===== config.mk =====
export PLATFORM = sky130hd
export DESIGN_NAME = multicycle_control_flat
export DESIGN_NICKNAME = d
export VERILOG_FILES = /design/src/rtl/multicycle_control_if.sv /design/src/rtl/multicycle_control.sv /design/src/flat_wrapper.sv
export SDC_FILE = /design/constraint.sdc
export NUM_CORES = 1
export LEC_CHECK = 0
export CAP_MARGIN = 40
export CORE_UTILIZATION = 52
export CTS_BUF_LIST = sky130_fd_sc_hd__clkbuf_8
export DETAILED_ROUTE_END_ITERATION = 12
export PLACE_DENSITY_LB_ADDON = 0.12
export SLEW_MARGIN = 20
export SYNTH_ARGS = -nofsm -noshare
export SYNTH_HDL_FRONTEND = slang
export SYNTH_SLANG_ARGS = --single-unit

===== constraint.sdc =====
create_clock -name clk -period 4.6 [get_ports clk]
set_clock_uncertainty 0.1 [all_clocks]
set_input_delay 0.69 -clock clk [delete_from_list [all_inputs] [get_ports clk]]
set_output_delay 0.69 -clock clk [all_outputs]
set_load 0.03 [all_outputs]

===== src/rtl/multicycle_control_if.sv =====
// Control/handshake bundle between the multi-cycle sequencer and its datapath/memory.
// master: the sequencer; slave: the datapath side that supplies opcode/flags.
interface multicycle_control_if #(
  parameter int unsigned CNT_WIDTH = 32
);
  logic [6:0]           opcode;
  logic                 zero;
  logic                 mem_ready;
  logic                 pc_write;
  logic                 pc_source;
  logic                 ir_write;
  logic                 iord;
  logic                 mem_read;
  logic                 mem_write;
  logic                 reg_write;
  logic                 memtoreg;
  logic [1:0]           alu_src_a;
  logic [1:0]           alu_src_b;
  logic [1:0]           aluop;
  logic [2:0]           state;
  logic                 illegal;
  logic [CNT_WIDTH-1:0] instret;

  modport master (
    input  opcode, zero, mem_ready,
    output pc_write, pc_source, ir_write, iord, mem_read, mem_write,
           reg_write, memtoreg, alu_src_a, alu_src_b, aluop, state,
           illegal, instret
  );

  modport slave (
    output opcode, zero, mem_ready,
    input  pc_write, pc_source, ir_write, iord, mem_read, mem_write,
           reg_write, memtoreg, alu_src_a, alu_src_b, aluop, state,
           illegal, instret
  );
endinterface


===== src/rtl/multicycle_control.sv =====
// Multi-cycle RISC-V control sequencer (R-type, addi/slli, lw, sw, beq) with a
// shared ALU and memory port, plus a retired-instruction counter.
module multicycle_control #(
  parameter int unsigned CNT_WIDTH = 32
) (
  input logic                 clk,
  input logic                 rst,
  multicycle_control_if.master bus
);

  typedef enum logic [2:0] {
    FETCH  = 3'd0,
    DECODE = 3'd1,
    EXEC   = 3'd2,
    MEM    = 3'd3,
    WB     = 3'd4,
    BRANCH = 3'd5
  } state_t;

  localparam logic [6:0] OP_R   = 7'b0110011;
  localparam logic [6:0] OP_I   = 7'b0010011;
  localparam logic [6:0] OP_LW  = 7'b0000011;
  localparam logic [6:0] OP_SW  = 7'b0100011;
  localparam logic [6:0] OP_BEQ = 7'b1100011;

  state_t               state_q, state_d;
  logic [CNT_WIDTH-1:0] instret_q;
  logic                 retire;

  logic       pc_write, pc_source, ir_write, iord, mem_read, mem_write;
  logic       reg_write, memtoreg, illegal;
  logic [1:0] alu_src_a, alu_src_b, aluop;

  always_ff @(posedge clk) begin
    if (!rst) begin
      state_q   <= FETCH;
      instret_q <= '0;
    end else begin
      state_q <= state_d;
      if (retire) instret_q <= instret_q + CNT_WIDTH'(1);
    end
  end

  always_comb begin
    state_d   = FETCH;
    retire    = 1'b0;
    pc_write  = 1'b0;
    pc_source = 1'b0;
    ir_write  = 1'b0;
    iord      = 1'b0;
    mem_read  = 1'b0;
    mem_write = 1'b0;
    reg_write = 1'b0;
    memtoreg  = 1'b0;
    illegal   = 1'b0;
    alu_src_a = 2'd0;
    alu_src_b = 2'd0;
    aluop     = 2'd0;

    case (state_q)
      FETCH: begin
        mem_read  = 1'b1;
        alu_src_b = 2'd1;
        if (bus.mem_ready) begin
          ir_write = 1'b1;
          pc_write = 1'b1;
          state_d  = DECODE;
        end else begin
          state_d  = FETCH;
        end
      end
      DECODE: begin
        // ALUOut captures old_pc + imm here so BRANCH can use it as the target.
        alu_src_a = 2'd2;
        alu_src_b = 2'd2;
        case (bus.opcode)
          OP_R, OP_I, OP_LW, OP_SW: state_d = EXEC;
          OP_BEQ:                   state_d = BRANCH;
          default:                  illegal = 1'b1;
        endcase
      end
      EXEC: begin
        alu_src_a = 2'd1;
        case (bus.opcode)
          OP_R: begin
            alu_src_b = 2'd0;
            aluop     = 2'd2;
            state_d   = WB;
          end
          OP_I: begin
            alu_src_b = 2'd2;
            aluop     = 2'd2;
            state_d   = WB;
          end
          OP_LW, OP_SW: begin
            alu_src_b = 2'd2;
            state_d   = MEM;
          end
          default: state_d = FETCH;
        endcase
      end
      MEM: begin
        iord = 1'b1;
        case (bus.opcode)
          OP_LW: begin
            mem_read = 1'b1;
            state_d  = bus.mem_ready ? WB : MEM;
          end
          OP_SW: begin
            mem_write = 1'b1;
            state_d   = bus.mem_ready ? FETCH : MEM;
            retire    = bus.mem_ready;
          end
          default: state_d = FETCH;
        endcase
      end
      WB: begin
        reg_write = 1'b1;
        memtoreg  = (bus.opcode == OP_LW);
        retire    = 1'b1;
      end
      BRANCH: begin
        alu_src_a = 2'd1;
        alu_src_b = 2'd0;
        aluop     = 2'd1;
        pc_source = 1'b1;
        pc_write  = bus.zero;
        retire    = 1'b1;
      end
      default: state_d = FETCH;
    endcase

    // Reset masks every strobe immediately, not just from the next edge.
    if (!rst) begin
      pc_write  = 1'b0;
      pc_source = 1'b0;
      ir_write  = 1'b0;
      iord      = 1'b0;
      mem_read  = 1'b0;
      mem_write = 1'b0;
      reg_write = 1'b0;
      memtoreg  = 1'b0;
      illegal   = 1'b0;
      alu_src_a = 2'd0;
      alu_src_b = 2'd0;
      aluop     = 2'd0;
    end
  end

  assign bus.pc_write  = pc_write;
  assign bus.pc_source = pc_source;
  assign bus.ir_write  = ir_write;
  assign bus.iord      = iord;
  assign bus.mem_read  = mem_read;
  assign bus.mem_write = mem_write;
  assign bus.reg_write = reg_write;
  assign bus.memtoreg  = memtoreg;
  assign bus.alu_src_a = alu_src_a;
  assign bus.alu_src_b = alu_src_b;
  assign bus.aluop     = aluop;
  assign bus.illegal   = illegal;
  assign bus.state     = state_q;
  assign bus.instret   = instret_q;

endmodule


===== src/flat_wrapper.sv =====
// flat-port wrapper written by rule: the top's interface ports become plain ports
module multicycle_control_flat 
#(
  parameter int unsigned CNT_WIDTH = 32
)
  (clk, rst, bus_opcode, bus_zero, bus_mem_ready, bus_pc_write, bus_pc_source, bus_ir_write, bus_iord, bus_mem_read, bus_mem_write, bus_reg_write, bus_memtoreg, bus_alu_src_a, bus_alu_src_b, bus_aluop, bus_state, bus_illegal, bus_instret);
  multicycle_control_if #(.CNT_WIDTH(CNT_WIDTH)) bus_i ();
  input logic clk;
  input logic rst;
  input wire logic [$bits(bus_i.opcode)-1:0] bus_opcode;
  input wire logic [$bits(bus_i.zero)-1:0] bus_zero;
  input wire logic [$bits(bus_i.mem_ready)-1:0] bus_mem_ready;
  output wire logic [$bits(bus_i.pc_write)-1:0] bus_pc_write;
  output wire logic [$bits(bus_i.pc_source)-1:0] bus_pc_source;
  output wire logic [$bits(bus_i.ir_write)-1:0] bus_ir_write;
  output wire logic [$bits(bus_i.iord)-1:0] bus_iord;
  output wire logic [$bits(bus_i.mem_read)-1:0] bus_mem_read;
  output wire logic [$bits(bus_i.mem_write)-1:0] bus_mem_write;
  output wire logic [$bits(bus_i.reg_write)-1:0] bus_reg_write;
  output wire logic [$bits(bus_i.memtoreg)-1:0] bus_memtoreg;
  output wire logic [$bits(bus_i.alu_src_a)-1:0] bus_alu_src_a;
  output wire logic [$bits(bus_i.alu_src_b)-1:0] bus_alu_src_b;
  output wire logic [$bits(bus_i.aluop)-1:0] bus_aluop;
  output wire logic [$bits(bus_i.state)-1:0] bus_state;
  output wire logic [$bits(bus_i.illegal)-1:0] bus_illegal;
  output wire logic [$bits(bus_i.instret)-1:0] bus_instret;
  assign bus_i.opcode = bus_opcode;
  assign bus_i.zero = bus_zero;
  assign bus_i.mem_ready = bus_mem_ready;
  assign bus_pc_write = bus_i.pc_write;
  assign bus_pc_source = bus_i.pc_source;
  assign bus_ir_write = bus_i.ir_write;
  assign bus_iord = bus_i.iord;
  assign bus_mem_read = bus_i.mem_read;
  assign bus_mem_write = bus_i.mem_write;
  assign bus_reg_write = bus_i.reg_write;
  assign bus_memtoreg = bus_i.memtoreg;
  assign bus_alu_src_a = bus_i.alu_src_a;
  assign bus_alu_src_b = bus_i.alu_src_b;
  assign bus_aluop = bus_i.aluop;
  assign bus_state = bus_i.state;
  assign bus_illegal = bus_i.illegal;
  assign bus_instret = bus_i.instret;
  multicycle_control #(.CNT_WIDTH(CNT_WIDTH)) u_core (.clk(clk), .rst(rst), .bus(bus_i));
endmodule

==> results of run 1 <==
[cells in the mapped netlist (3+ instances only)]
master    count
dfxtp_1      35
nor2_1       32
xnor2_1      21
nand2_1      13
a21oi_1      11
nor3_1       11
nand3_1       9
nor4_1        8
clkbuf_1      7
inv_1         7
and3_1        5
nand2b_1      5
o21ai_0       5
and4_1        4
nand3b_1      4
nand4_1       4
or3_1         4
buf_6         3
nor2b_1       3
nor4b_1       3
[flip-flops by register name (all words and copies together), names as in the netlist]
| signal | cells |
|---|---|
| u_core.bus.instret | 32 |
| u_core.bus.state | 3 |
[cell usage in the layout, fill, tap and decap left out, drive strengths merged, types with 5 or more instances in the layout]
master / n
nand3: 9
nand4: 6
nor3: 11
nor4: 10
clkbuf: 7
nand2: 13
clkdlybuf4s50: 60
nor2: 32
inv: 7
a21oi: 11
dfxtp: 35
nand2b: 5
xnor2: 21
o21ai: 5
and3: 5
[final timing paths]
kind | startpoint | end | slack (ps)
worst max-delay path | bus_opcode[2] | bus_mem_read | 1100
worst min-delay path | u_core.bus.instret[8]$_SDFFE_PN0P_ | u_core.bus.instret[8]$_SDFFE_PN0P_ | 410
worst max register to register | u_core.bus.state[1]$_SDFF_PN0_ | u_core.bus.instret[29]$_SDFFE_PN0P_ | 2160
worst min register to register | u_core.bus.instret[8]$_SDFFE_PN0P_ | u_core.bus.instret[8]$_SDFFE_PN0P_ | 410
[report_power, final]
part	leakage (nW)	switching (mW)	total, mW	internal, mW
Sequential	0.282	0.00179	0.305	0.303
Clock	0.0505	0.114	0.251	0.136
Combinational	0.573	0.0252	0.0444	0.0192
[worst reg2reg max path, cell delays in order, from the launching register on]
cell and delay [ps]:
dfxtp_1 610, nor3b_4 370, a31oi_4 270, nor4_4 590
a21boi_0 190, o21a_1 210
[cell type report]
cell class	count	area share, %
Tap cell	46	2.16
Timing Repair Buffer	61	22.8
Inverter	7	0.985
Clock inverter	1	0.282
Sequential cell	35	26.3
Clock buffer	7	3.61
Multi-Input combinational cell	174	43.9
[per-layer routing]
metal  share of wire (%)  routed length, um  vias up  GRT usage [%]
met4                0.79                 36        0           5.11
met1                  47               2140      876           29.5
met2                  48               2160       44           41.6
met5                   0                  0        -              0
met3                 4.6                207        5           6.16
li1                    -                  -      920              -
[logic make-up after synthesis]
family | after synthesis | share of synthesized area, %
and+or+nand+nor | 120 | 37.1
DFF | 35 | 35.6
AOI/OAI and AO/OA | 29 | 11.0
xor gates and xnor gates | 23 | 10.2
buffers and inverters | 19 | 4.90
muxes | 1 | 0.509
adders and majority gates | 1 | 0.636
==> results_dict.tcl, run 1 <==
set metrics [dict create \
    syn_nets 240 \
    cts_buffers 5 \
    grtUsageTotal_pct 24.0 \
    synth-main-ff-cell "dfxtp_1" \
    antenna_found_initial 0 \
    io_pins 61 \
    yosys-top-cells-area "dfxtp_1 (36%), xnor2_1 (9.4%), nor2_1 (6.1%)" \
    antenna_cells 0 \
    synthesis.area_mm2 0.00197 \
    path_depth 5 \
    hold_viol_final 0 \
    wirelength_um 4550 \
    whs_path_depth 2 \
    cp_data_required_time_ps 3810 \
    crit_path_frequent_cell "clkdlybuf4s50_1" \
    cts_setup_buffers 0 \
    grt_start_max_net_pins 32 \
    crit_buf_inv 2 \
    area_growth_pct 35.6 \
    final_area_mm2 0.00267 \
    place.gp.congestion 0.818 \
    post-route-period-util_pct 76.2 \
    startpoint_type "input port" \
    worst_ep_arrival_time_ps 2710 \
    cts_tree "built" \
    wire_per_inst_um 13.7 \
    final_antenna_net_count 0 \
    placed_cells 323 \
    grt_pass1_wl_um 7750 \
    portBuffers 60 \
    fin_total_pwr_mw 0.600 \
    setup_viol 0 \
    p_leak_nw 0.906 \
    cp-end-kind "output pin" \
    p_per_area_mw_per_mm2 225 \
    syn_inst 228 \
    cts_hold_buf 0 \
    cp_top_family "buffers and inverters" \
    fmax_mhz 285 \
    slowest_delay_ps 730 \
    num_vias 1845 \
    ys_warn_count 0 \
    tightest_slew_ps 603 \
    slew_viol_final 0 \
    synth_top_area_share_pct 35.6 \
    pre_cts_ws_ps 1070 \
    dpl_cell_area_mm2 0.00256 \
    crit_fanout 5 \
    final_cells 331 \
    fill_cells 284 \
    vdd_drop_max_uv 221 \
    clockBufferDepth 2 \
    fin_ws_ps 1100 \
    crit_chain "clkdlybuf4s50_1, and4bb_2, nand2b_1, o41ai_1, clkdlybuf4s50_1" \
    syn-mean-instance-area_um2 8.63 \
    cts_resized 0 \
    layout_min_cycle_time_ps 3500 \
    htreeDepth 2 \
    seqCellArea_um2 701 \
    status "completed" \
    rows 21 \
    reg2reg_depth 5 \
    holdWs_ps 414 \
    cts.sinks 35 \
    insertion_delay_ps 290 \
    ys_types 47 \
    die_h_um 63.5 \
    drive_gt1_share_pct 7.37 \
    drc 0 \
    ys_async_sr_fraction_pct 0 \
    core-area_mm2 0.00347 \
    clockRootBuffer "clkbuf_8" \
    synth.largest_area_cell "dfxtp_1" \
    clk_pin_slew_ps 70 \
    dp_hpwl_um 3100 \
    post-route-util_pct 76.9 \
    num-nets-final 296 \
    vias_per_cell 5.57 \
    die_area_mm2 0.00403 \
    grt_overflow 0 \
    finalSetupTns_ps 0 \
    setup.worst_path.class "input port to output pin" \
    grt_pass1_vias 1694 \
    ys_ff_latch 35 \
    rsz0062_at_grt "false" \
    start_util_pct 56.7 \
    hp-class "register to register" \
    maxCapViolations 0 \
    drt_iter0_drc 91 \
    die_width_um 63.5 \
    max_slew_margin_pct 59.7 \
    synth_edf_count 0 \
    crit_slowest_cell "clkdlybuf4s50_1" \
    multi_input_area_mm2 0.00117 \
    first_pass_iters 4 \
    yosysSeqAreaShare_pct 35.6 \
]
(Power assumes the default switching activity.)
==> run 2: changes to the inputs <==
CORE_UTILIZATION = 48   (was 52)
clock period = 3.6 ns   (was 4.6 ns; I/O delays follow)
==> run 2 against run 1 <==
Critical path depth is the same. Register-to-register slack lost 930 ps. Core utilization shrank 7.0 points. Final area shrank 0.47%. Critical path type unchanged. Sequential share of layout area grew 0.12 points. Worst hold slack lost 4.1 ps. Die area grew 8.1%. Count of clock-buffer cells in the layout shrank 2. Sequential cell count is the same. Non-clock buffer count is the same. Final cell count grew 0.60%.
==> results_dict.tcl, run 2 (same netlist as run 1, synthesis figures left out) <==
set metrics [dict create \
    grt_overflow 0 \
    antenna_cells 0 \
    clk_pin_slew_ps 70 \
    clockBufferDepth 2 \
    area_growth_pct 34.9 \
    cts.sinks 35 \
    num_vias 1822 \
    cts_tree "built" \
    worst_ep_arrival_time_ps 2630 \
    status "completed" \
    clockRootBuffer "clkbuf_8" \
    portBuffers 60 \
    finalSetupTns_ps 0 \
    startpoint_type "input port" \
    crit_fanout 5 \
    layout_commonest_cell "clkdlybuf4s50_1" \
    hp-class "register to register" \
    cts_buffers 5 \
    p_per_area_mw_per_mm2 276 \
    htreeDepth 2 \
    max_slew_margin_pct 59.5 \
    start_util_pct 51.8 \
    vdd_drop_max_uv 266 \
    regToRegSetupSlack_ps 1230 \
    grt_pass1_vias 1593 \
    drive_gt1_share_pct 7.37 \
    rows 22 \
    final_antenna_net_count 0 \
    wirelength_um 4470 \
    cp-end-kind "output pin" \
    layout_min_cycle_time_ps 3270 \
    core-area_mm2 0.00380 \
    num-nets-final 296 \
    die_area_mm2 0.00436 \
    grt_pass1_wl_um 7020 \
    antenna_found_initial 0 \
    grtUsageTotal_pct 21.3 \
    post-route-period-util_pct 90.7 \
    cts_setup_buffers 0 \
    fmax_mhz 306 \
    largest_reg_flops 32 \
    cts_resized 0 \
    die_width_um 66.0 \
    drt_iter0_drc 73 \
    setup_viol 0 \
    holdWs_ps 409 \
    tightest_slew_ps 606 \
    rsz0062_at_grt "false" \
    drc 0 \
    insertion_delay_ps 290 \
    hold_viol_final 0 \
    die_h_um 66.0 \
    first_pass_iters 4 \
    p_leak_nw 0.895 \
    setup.worst_path.class "input port to output pin" \
    grt_start_max_net_pins 32 \
    place.gp.congestion 0.781 \
    wire_per_inst_um 13.4 \
    slew_viol_final 0 \
    vias_per_cell 5.47 \
    io_pins 61 \
    cts_hold_buf 0 \
    dp_hpwl_um 3150 \
    final_cell_mix "clkdlybuf4s50_1 (60), dfxtp_1 (35), nor2_1 (32)" \
    cp_data_required_time_ps 2960 \
    maxCapViolations 0 \
]
run 2: cell count changes in the layout (fill, tap and decap cells not counted), sizes merged:
cell / before / now
clkbuf: 7 / 5
clkinv: 0 / 1
clkinvlp: 1 / 2
run 2: routing by layer:
| metal | global-route usage (%) | up-vias | part of all wire, % |
|---|---|---|---|
| li1 | - | 920 | - |
| met1 | 24.3 | 833 | 45 |
| met2 | 36.7 | 60 | 46 |
| met3 | 6.21 | 9 | 7.4 |
| met4 | 9.04 | 0 | 1.7 |
| met5 | 0 | - | 0 |
run 2: critical path, stage by stage:
cell	delay [ps]
clkdlybuf4s50_1	410
and4bb_2	400
nand2b_1	150
o41ai_1	380
clkdlybuf4s50_1	740
run 2: where the power goes:
part / leakage [nW] / internal, mW / switching (mW)
combinational: 0.573 / 0.0246 / 0.0322
clock: 0.0402 / 0.135 / 0.151
sequential: 0.282 / 0.388 / 0.00213
total: 0.895 / 0.547 / 0.185
run 2: area by class of cell:
class	count	area [um^2]
fill	322	1140
clock inverter	3	20.0
inverter	7	26.3
sequential	35	701
multi-input combinational	174	1170
clock buffer	5	68.8
tap	48	60.1
timing repair buffer	61	608
run 2: per-stage QoR:
stage               setup slack [ps]  utilization, %  power [mW]  cell area [um^2]  instances
CTS                              315            69.9       0.739              2650        333
floorplan                        372               -       0.428              1970        228
global placement                 421            67.5       0.455              2560        325
global route                     197            69.9       0.757              2650        333
finish                           334            69.9       0.732              2650        333
detailed placement               311            67.5       0.455              2560        325
run 2: path summary, 6_finish.rpt:
kind,start,to,depth (start not counted)
max,bus_opcode[2],bus_mem_read,5
min,u_core.bus.instret[8]$_SDFFE_PN0P_,u_core.bus.instret[8]$_SDFFE_PN0P_,2
max reg2reg,u_core.bus.state[1]$_SDFF_PN0_,u_core.bus.instret[29]$_SDFFE_PN0P_,5
min reg2reg,u_core.bus.instret[8]$_SDFFE_PN0P_,u_core.bus.instret[8]$_SDFFE_PN0P_,2
==> run 3: changes to the inputs <==
CAP_MARGIN = default   (was 40)
==> results of run 3 <==
Same layout as run 2: the final DEF is identical, and so are final timing and power.
==> RTL change 1, RTL diff (settings of run 3) <==
Make the reset (`rst`) asynchronous in one clocked block.
--- a/src/rtl/multicycle_control.sv
+++ b/src/rtl/multicycle_control.sv
@@ -33,3 +33,3 @@
 
-  always_ff @(posedge clk) begin
+  always_ff @(posedge clk or negedge rst) begin
     if (!rst) begin
Formal check against the unedited RTL: differs if rst is asserted again (counterexample within 4 cycles, from zero or initial values and one cycle with rst low); with rst held inactive, the same outputs for 10 cycles.
==> RTL change 1 against run 3 <==
- combinational power rose by 31%
- worst setup slack improved by 0.076 ns
- register-to-register slack better by 0.24 ns
- maximum frequency grew 2.4%
- total power is 7.6% higher
- sequential cell count unchanged
- via count is 12% lower
- routed wire length shrank 7.1%
- area after synthesis shrank 0.95%
- non-clock buffer count unchanged
- first-iteration DRC count rose by 22%
- final area is 0.94% higher
- clock power is 8.7% higher
- largest power group unchanged
==> RTL change 1: results (changes against run 3) <==
GRT
  – Largest net degree at the start of global routing: 27 (-16%)
  – First-pass GRT wire length: 7.08 mm (+0.78%)
  – Vias in the first global route: 1477 (-7.3%)

Synth
  – Ys async rst share: 1.00 (+1.00)
  – Synth Net Count: 202 (-16%)
  – Synth warn: 0 (unchanged)
  – Register area share after synthesis: 0.450 (+0.0933)
  – Top cells by count, synth: dfrtp_1, nand2_1, xor2_1
  – Largest cells by area after synthesis: dfrtp_1, xor2_1, xnor2_1, nand2_1, nand3_1
  – Synth cell types: 46 (-2.1%)
  – Avg Cell Area, Syn: 10.3 um2 (+19%)

Timing
  – Max Clk Rate: 313 MHz (+2.4%)
  – Slew @ Worst Pin: 0.494 ns (-0.113 ns)

Detailed routing
  – Routed wl met2: 2.00 mm (-3.0%)
  – DRT met1 WL: 1.93 mm (-3.9%)
  – Final WL: 4.16 mm (-7.1%)
  – DR WL/cell: 13.8 um (+2.7%)
  – Met3 WL post-DR: 181 um (-45%)

Critical path
  – CP arrival: 2.55 ns (-0.08 ns)
  – R2R Setup Slk: 1.47 ns (+0.24 ns)
  – Reg-to-reg endpoint: u_core.bus.instret[5]
  – Maximum fanout along the worst path: 10 (+5)
  – Critical R2R Launch: u_core.bus.state[0]

Placement
  – Placed insts: 293 (-9.8%)
  – Routability cong.: 0.759 (-2.8%)
  – Pre-CTS WS: 0.394 ns (+0.0824 ns)
  – Placed cell area: 0.00257 mm2 (+0.39%)

Run status
  – Outcome: complete, no violations

Min path
  – HP Class: in2async

Pwr
  – Psw: 0.185 mW (-0.17%)
  – Pleak: 1.19 nW (+33%)
  – Worst VDD drop: 0.000219 V (-18%)

Clock network
  – Post-CTS Setup Bufs: 0 (unchanged)

Final layout
  – Share of cells above drive strength 1: 0.0949 (+0.0212)
  – Final nets: 264 (-11%)
[RTL change 1: cell type report]
class / count / area (um2)
clock buffer: 7 / 96.3
sequential: 35 / 876
tap: 48 / 60.1
fill: 303 / 1090
multi-input combinational: 146 / 1020
timing repair buffer: 61 / 603
clock inverter: 1 / 7.51
inverter: 3 / 11.3
[RTL change 1: power by group through the flow]
stage	Combinational [mW]	Sequential, mW	Clock, mW
6_report	0.0746	0.403	0.311
5_1_grt	0.0821	0.403	0.334
4_1_cts	0.0759	0.403	0.319
3_5_place_dp	0.0757	0.410	0
3_3_place_gp	0.0749	0.410	0
2_1_floorplan	0.0324	0.413	0
[RTL change 1: worst min-delay path by stage]
stage	cells after the start	endpoint	slack (ns)
after floorplan	0	u_core.bus.instret[0]	0.14
after global placement	1	u_core.bus.state[0]	0.35
after detailed placement	1	u_core.bus.state[1]	0.36
after CTS	1	u_core.bus.state[0]	0.05
after global routing	1	u_core.bus.state[0]	0.05
final	1	u_core.bus.state[0]	0.05
[RTL change 1: worst reg2reg max path: cells and delay by family, from the launching register on]
family / cells / cell delay [ns]
simple gates: 3 / 0.91
flops: 1 / 0.53
compound gates: 1 / 0.33
xor+xnor: 1 / 0.16
[RTL change 1: cell families after synthesis]
kind of cell / Yosys count / share of synthesized area
xor gates and xnor gates: 31 / 0.139
buffers and inverters: 9 / 0.0244
muxes: 1 / 0.00578
and+or+nand+nor: 102 / 0.329
AOI/OAI and AO/OA: 11 / 0.0456
adders and majority gates: 1 / 0.00642
DFF: 35 / 0.450
[RTL change 1: routing by layer]
layer  global-route usage  vias to the layer above
li1                     -                      800
met1                0.291                      755
met2                0.352                       43
met3               0.0486                        4
met4               0.0815                        0
met5                    0                        -
==> RTL change 2, RTL diff (config.mk and constraints of run 3) <==
Without the edit above. `CNT_WIDTH` is set to 32 in 3 places; all go to 48.
--- a/src/rtl/multicycle_control_if.sv
+++ b/src/rtl/multicycle_control_if.sv
@@ -3,3 +3,3 @@
 interface multicycle_control_if #(
-  parameter int unsigned CNT_WIDTH = 32
+  parameter int unsigned CNT_WIDTH = 48
 );
--- a/src/rtl/multicycle_control.sv
+++ b/src/rtl/multicycle_control.sv
@@ -3,3 +3,3 @@
 module multicycle_control #(
-  parameter int unsigned CNT_WIDTH = 32
+  parameter int unsigned CNT_WIDTH = 48
 ) (
--- a/src/flat_wrapper.sv
+++ b/src/flat_wrapper.sv
@@ -3,3 +3,3 @@
 #(
-  parameter int unsigned CNT_WIDTH = 32
+  parameter int unsigned CNT_WIDTH = 48
 )
Interface: changed (resized bus_instret); port bits go from 61 to 77. No check against the original RTL was run, so the function may have changed too.
==> RTL change 2 against run 3 <==
- area after synthesis increased by 33%
- count of clock-buffer cells in the layout did not move
- worst setup slack worse by 0.057 ns
- sequential cell count increased by 16
- global-route usage is 1.8 points higher
- register-to-register slack lost 0.34 ns
- routed wire length up 48%
- total power is 27% higher
- largest cell class unchanged
- final area rose by 32%
- maximum frequency decreased by 1.7%
==> RTL change 2: results (changes against run 3) <==
Run status
  – Outcome: complete, no violations

Critical path
  – CP arrival: 2.68 ns (+0.05 ns)
  – Maximum fanout along the worst path: 8 (+3)
  – R2R Setup Slk: 0.89 ns (-0.34 ns)

Synth
  – Main synth FF type: dfxtp_1
  – Adder-Cell Fraction of Synth Area: 0.00480 (-0.00156)
  – Mux cell area share after synthesis: 0 (-0.00509)
  – Post-synthesis compound-gate area fraction: 0.171 (+0.0613)
  – Largest cells by area after synthesis: dfxtp_1, a21oi_1, or3_1, o21ai_0, nor2_1
  – Synth Net Count: 342 (+43%)
  – Register area share after synthesis: 0.392 (+0.0355)
  – Synth cell types: 38 (-19%)
  – Xor/xnor share of the synthesized area: 0.0538 (-0.0486)

Clock network
  – Max clock buf depth: 2 (unchanged)
  – Post-CTS Resized: 0 (unchanged)
  – CTS Root Cell: clkbuf_8
  – Post-CTS Setup Bufs: 0 (unchanged)

Final layout
  – Share of cells above drive strength 1: 0.0399 (-0.0338)
  – Fill cells: 450 (+40%)
  – Final nets: 414 (+40%)
  – Largest register FFs: 48 (+50%)

GRT
  – Met1 usage: 0.285 (+0.0427)
  – First-pass GRT wire length: 10.3 mm (+46%)
  – Met2 usage: 0.417 (+0.0493)
  – Vias in the first global route: 2308 (+45%)
  – GRT Total Usage: 0.231 (+0.0179)
  – Met3 usage in global routing: 0.0437 (-0.0184)
  – Largest net degree at the start of global routing: 50 (+56%)

Placement
  – Pre-CTS WS: 0.210 ns (-0.102 ns)
  – DPL Wire Length: 4.65 mm (+48%)
  – Port Buf Inserts: 76 (+27%)
  – Routability cong.: 0.814 (+4.2%)

Pwr
  – Worst VDD drop: 0.000186 V (-30%)
  – Pleak: 1.02 nW (+14%)

Timing
  – Final period util: 0.923 (+0.0159)
  – Slew @ Worst Pin: 0.612 ns (+0.00530 ns)

Detailed routing
  – Vias: 2720 (+49%)
  – Initial DRC count: 167 (+130%)
RTL change 2: cell count changes after synthesis, moves of 6 or more:
cell,change
xnor2_1,-10
nand2_1,+10
dfxtp_1,+16
a21oi_1,+25
nand4_1,+9
o31ai_1,+9
nand3_1,+10
or4_1,+10
or3_1,+20
clkbuf_1,+6
o21ai_0,+18
RTL change 2: per-layer routing:
layer / up-vias / routed length (um)
met2: 55 / 3250
met3: 7 / 261
met4: 0 / 55
met5: - / 0
met1: 1294 / 3070
li1: 1364 / -
RTL change 2: critical path, cell delays in order:
cell	delay [ns]
clkdlybuf4s50_1	0.39
nand4bb_1	0.42
nand2b_1	0.35
nor4b_1	0.26
clkdlybuf4s50_1	0.72
RTL change 2: through the flow:
step | hold slack, ns | cells | utilization | instance area [um2]
global placement | 0.366 | 465 | 0.662 | 3430
floorplan | 0.503 | 330 | - | 2610
global route | 0.413 | 471 | 0.676 | 3500
finish | 0.401 | 471 | 0.676 | 3500
CTS | 0.405 | 471 | 0.676 | 3500
detailed placement | 0.391 | 465 | 0.662 | 3430
RTL change 2: logic make-up (layout without fill, tap and decap cells):
| family | count (synthesis) | count (layout) |
|---|---|---|
| AO/OA/AOI/OAI | 77 | 77 |
| XOR/XNOR | 16 | 16 |
| adder cells (fa/ha/maj) | 1 | 1 |
| buffers and inverters | 25 | 96 |
| flip-flops | 51 | 51 |
| AND/OR/NAND/NOR | 160 | 160 |
RTL change 2: power by group:
group / internal [mW] / switching (mW)
Clock: 0.127 / 0.176
Sequential: 0.564 / 0.00241
Combinational: 0.0236 / 0.0354
RTL change 2: cell type report:
class                           count  share of cell area
Clock buffer                        5              0.0197
Clock inverter                      1             0.00107
Inverter                            9             0.00966
Multi-Input combinational cell    254               0.425
Sequential cell                    51               0.292
Tap cell                           70              0.0250
Timing Repair Buffer               81               0.227
RTL change 2: worst paths after layout:
path,startpoint,end,cells past startpoint
min reg2reg,u_core.bus.instret[47],u_core.bus.instret[47],2
max reg2reg,u_core.bus.instret[10],u_core.bus.instret[36],6
min,u_core.bus.instret[47],u_core.bus.instret[47],2
max,bus_opcode[2],bus_memtoreg,5
